==> config.mk <==
export PLATFORM = sky130hd
export DESIGN_NAME = uart_tx_fifo
export DESIGN_NICKNAME = d
export VERILOG_FILES = /design/src/rtl/uart_tx_fifo.sv
export SDC_FILE = /design/constraint.sdc
export NUM_CORES = 1
export LEC_CHECK = 0
export CORE_MARGIN = 2
export CORE_UTILIZATION = 51
export CTS_CLUSTER_DIAMETER = 40
export DETAILED_ROUTE_END_ITERATION = 10
export GPL_TIMING_DRIVEN = 0
export PLACE_DENSITY = 0.67
export REMOVE_ABC_BUFFERS = 1
export SLEW_MARGIN = 10
export SYNTH_ARGS = -nofsm -noshare
export SYNTH_HDL_FRONTEND = slang
export SYNTH_SLANG_ARGS = --single-unit
==> constraint.sdc <==
create_clock -name clk -period 2.6 [get_ports clk]
set_input_delay 0.26 -clock clk [delete_from_list [all_inputs] [get_ports clk]]
set_output_delay 0.26 -clock clk [all_outputs]
set_load 0.01 [all_outputs]
==> src/rtl/uart_tx_fifo.sv <==
// uart_tx_fifo: byte FIFO that launches one UART Tx frame at a time.
// Define UART_TX_FIFO_LEVEL_EN to expose the occupancy count on level.
module uart_tx_fifo #(
    parameter int DATA_WIDTH = 8,
    parameter int DEPTH = 16,
    localparam int ADDR_WIDTH = $clog2(DEPTH)
) (
    input  logic                  clk,
    input  logic                  reset,
    input  logic                  s_valid,
    input  logic [DATA_WIDTH-1:0] s_data,
    output logic                  s_ready,
    output logic                  tx_enable,
    output logic [DATA_WIDTH-1:0] tx_data,
    input  logic                  tx_busy,
    output logic                  full,
    output logic                  empty
`ifdef UART_TX_FIFO_LEVEL_EN
    ,
    output logic [ADDR_WIDTH:0]   level
`endif
);

    localparam logic [1:0] IDLE      = 2'd0;
    localparam logic [1:0] LAUNCH    = 2'd1;
    localparam logic [1:0] WAIT_BUSY = 2'd2;
    localparam logic [1:0] WAIT_DONE = 2'd3;

    logic [1:0]            state;
    logic [1:0]            state_next;
    logic [ADDR_WIDTH:0]   wr_ptr;
    logic [ADDR_WIDTH:0]   rd_ptr;
    logic [DATA_WIDTH-1:0] mem [DEPTH];
    logic                  push;
    logic                  pop;

    // Wrap bit distinguishes full from empty when the low bits match.
    assign full  = (wr_ptr[ADDR_WIDTH] != rd_ptr[ADDR_WIDTH]) &&
                   (wr_ptr[ADDR_WIDTH-1:0] == rd_ptr[ADDR_WIDTH-1:0]);
    assign empty = (wr_ptr == rd_ptr);

    assign s_ready   = !full;
    assign push      = s_valid && !full;
    assign pop       = (state == IDLE) && !empty && !tx_busy;
    assign tx_enable = (state == LAUNCH);

`ifdef UART_TX_FIFO_LEVEL_EN
    assign level = wr_ptr - rd_ptr;
`endif

    always_comb begin
        state_next = state;
        unique case (state)
            IDLE: begin
                if (pop) state_next = LAUNCH;
            end
            LAUNCH: begin
                state_next = WAIT_BUSY;
            end
            WAIT_BUSY: begin
                if (tx_busy) state_next = WAIT_DONE;
            end
            WAIT_DONE: begin
                if (!tx_busy) state_next = IDLE;
            end
        endcase
    end

    always_ff @(posedge clk) begin
        if (reset) begin
            state   <= IDLE;
            wr_ptr  <= '0;
            rd_ptr  <= '0;
            tx_data <= '0;
        end else begin
            state <= state_next;
            if (push) wr_ptr <= wr_ptr + 1'b1;
            if (pop) begin
                rd_ptr  <= rd_ptr + 1'b1;
                tx_data <= mem[rd_ptr[ADDR_WIDTH-1:0]];
            end
        end
    end

    // Storage is deliberately left unreset.
    always_ff @(posedge clk) begin
        if (push) mem[wr_ptr[ADDR_WIDTH-1:0]] <= s_data;
    end

endmodule

==> results.py <==
metrics = {
    "yosys": {
        "syn-mean-instance-area_sq_um": 17.1,
        "synth_top_cell_area_share_pct": 62.9,
        "yosys.area.top_type": "edfxtp_1",
        "synth_area_leaders": "edfxtp_1 (63%), mux4_2 (8.1%), dfxtp_1 (6.6%)",
        "synth_edf_count": 128,
        "syn-cell-area_sq_um": 6110,
        "synth_ff_type": "edfxtp_1",
        "postSynthCellCount": 357,
        "synth_async_sr_flop_share_pct": 0,
        "ys_types": 36,
        "seq_area_frac_synth_pct": 69.4,
        "ys_ff_latch": 148,
        "ys_warn_count": 0,
    },
    "worst_setup_path": {
        "crit_fanout": 22,
        "r2r_start": "rd_ptr[0]",
        "cp-start-kind": "flip-flop",
        "cp_slowest_cell": "dfxtp_4",
        "arrival_ps": 2240,
        "worstSetupEndpoint": "full",
        "r2r_end": "wr_ptr[4]",
        "crit_chain": "xnor2_1 > and4_4 > nand2_1 > inv_1 > clkdlybuf4s50_1",
        "startpoint": "rd_ptr[0]",
        "max_stage_delay_ps": 570,
        "critPathRequiredTime_ps": 2340,
        "worstSetupPathType": "flip-flop to primary output",
        "worstRegToRegCells": 5,
        "crit_path_end_kind": "primary output",
        "rrSetupSlack_ps": 260,
    },
    "clocking": {
        "htreeDepth": 4,
        "cts.sinks": 148,
        "clockBufferDepth": 2,
        "cts_tree": "yes",
        "cts.clk_slew.worst_paths_ps": 60,
        "clk_latency_ps": 410,
        "cts_root_buf": "clkbuf_16",
        "cts_buffers": 17,
    },
    "sta": {
        "fin_skew_ps": 7.10,
        "timing.hold.ws_ps": 486,
        "min_period_over_period_pct": 96.0,
        "relSlewSlack_pct": 17.4,
        "finalSetupViolations": 0,
        "min_period_ps": 2500,
        "final-max-slew-violation-count": 0,
        "finalHoldViolCount": 0,
        "fmax_ghz": 0.401,
        "finalSetupTns_ps": 0,
        "grt_setup_unrepaired": "yes",
        "tightestPinTransition_ps": 1240,
    },
    "die": {
        "design.core.area_sq_um": 11600,
        "start_util_pct": 52.9,
        "die_h_microns": 113,
        "rows": 39,
        "die_x_microns": 113,
        "dieArea_sq_um": 12900,
        "num_io_pins": 24,
    },
    "routing": {
        "drcViolationCount": 0,
        "drtPass1Iterations": 4,
        "num_vias": 3117,
        "vias_per_cell": 5.80,
        "routed_wl_microns": 11300,
        "antenna_left": 0,
        "post_drt_wl_per_cell_microns": 21.0,
        "drt-initial-drc-count": 141,
    },
    "power_and_ir_drop": {
        "p_per_area_nw_per_um2": 840,
        "p_leak_uw": 0.00229,
        "max-vdd-ir-drop_mv": 0.528,
        "power_uw": 5910,
    },
    "placed_design": {
        "hpwl_microns": 7070,
        "port-buffer-count": 23,
        "place_inst": 504,
        "gp_congestion": 0.711,
    },
    "global_route": {
        "overflow": 0,
        "grt_pass1_wl_microns": 17800,
        "antenna_found_initial": 0,
        "grt_pass1_vias": 3221,
        "grt_usage_pct": 19.0,
        "grt_max_degree": 32,
    },
    "finish": {
        "syn_to_final_growth_pct": 15.2,
        "fillerInstances": 837,
        "mostFrequentLayoutCells": "edfxtp_1 (128), nor2_1 (25), clkdlybuf4s50_1 (23)",
        "utilization_pct": 60.9,
        "final_cells": 537,
        "drive_gt1_share_pct": 21.6,
        "nets": 403,
        "layout_commonest_cell": "edfxtp_1",
        "antenna_cells": 0,
    },
    "job": {
        "max_cap_viol_count": 0,
    },
    "status": {
        "outcome": "complete, no violations",
    },
    "min_path": {
        "holdCritPathClass": "flip-flop to flip-flop",
    },
}
## synth_stat cells, drive strengths merged, types with 10 or more instances
| cell type | n |
|---|---|
| edfxtp | 128 |
| nor3 | 17 |
| a211oi | 19 |
| nor2b | 13 |
| mux4 | 24 |
| mux2 | 17 |
| ha | 10 |
| and3 | 12 |
| xnor2 | 10 |
| nor2 | 25 |
| dfxtp | 20 |
| buf | 14 |
## worst min-delay path by stage
stage,from,endpoint,slack [ps],cells past startpoint
4_1_cts,tx_data[4],tx_data[4],490,2
2_1_floorplan,reset,rd_ptr[1],330,1
3_3_place_gp,tx_data[2],tx_data[2],480,2
5_1_grt,tx_data[7],tx_data[7],510,2
3_5_place_dp,tx_data[4],tx_data[4],480,2
6_report,tx_data[4],tx_data[4],490,2
## state kept, by name, indices dropped and copies added (netlist names)
name,count
state,2
tx_data,8
wr_ptr,5
mem,128
rd_ptr,5
## what timing repair did
action / CTS / global route
setup endpoints to repair: 141 / 10
resized for setup: 7 / 4
hold buffers: 0 / 0
buffers inserted: 1 / 0
pin swaps: 0 / 0
## area by class of cell
cell class | instances | area [sq um] | area share [%]
inverter | 6 | 22.5 | 0.320
clock buffer | 29 | 531 | 7.53
tap | 143 | 179 | 2.54
multi-input combinational | 182 | 1730 | 24.6
clock inverter | 3 | 42.5 | 0.604
sequential | 148 | 4260 | 60.5
timing repair buffer | 26 | 278 | 3.94
## where the power goes
| group | internal (uW) | switching [uW] |
|---|---|---|
| Sequential | 2670 | 104 |
| Combinational | 378 | 433 |
| Clock | 1470 | 859 |
## per-layer routing
layer | global-route usage, % | up-vias | wire (microns)
met4 | 6.59 | 0 | 161
li1 | - | 1449 | -
met3 | 4.62 | 13 | 534
met5 | 0 | - | 0
met1 | 26.2 | 1588 | 5080
met2 | 30.2 | 67 | 5480
## cells by family after synthesis
logic type	count (synthesis)	share of synthesized area (%)
AND/OR/NAND/NOR	80	6.65
XOR/XNOR	13	1.86
flip-flops	148	69.4
adder cells (fa/ha/maj)	10	2.05
AO/OA/AOI/OAI	36	5.06
buffers and inverters	27	2.52
multiplexers	43	12.4
## per-stage QoR
step,area (sq um),setup slack [ps]
6_report,7040,104
5_1_grt,7040,-4.48
4_1_cts,7030,1.84
3_5_place_dp,6430,-445
3_3_place_gp,6390,-1390
2_1_floorplan,5980,-207
## critical path: cells and delay by family, from the launching register on
family,cells,cell delay [ps]
AND/OR/NAND/NOR,2,450
flip-flops,1,570
XOR/XNOR,1,190
buffers and inverters,2,610
(Power assumes the default switching activity.)
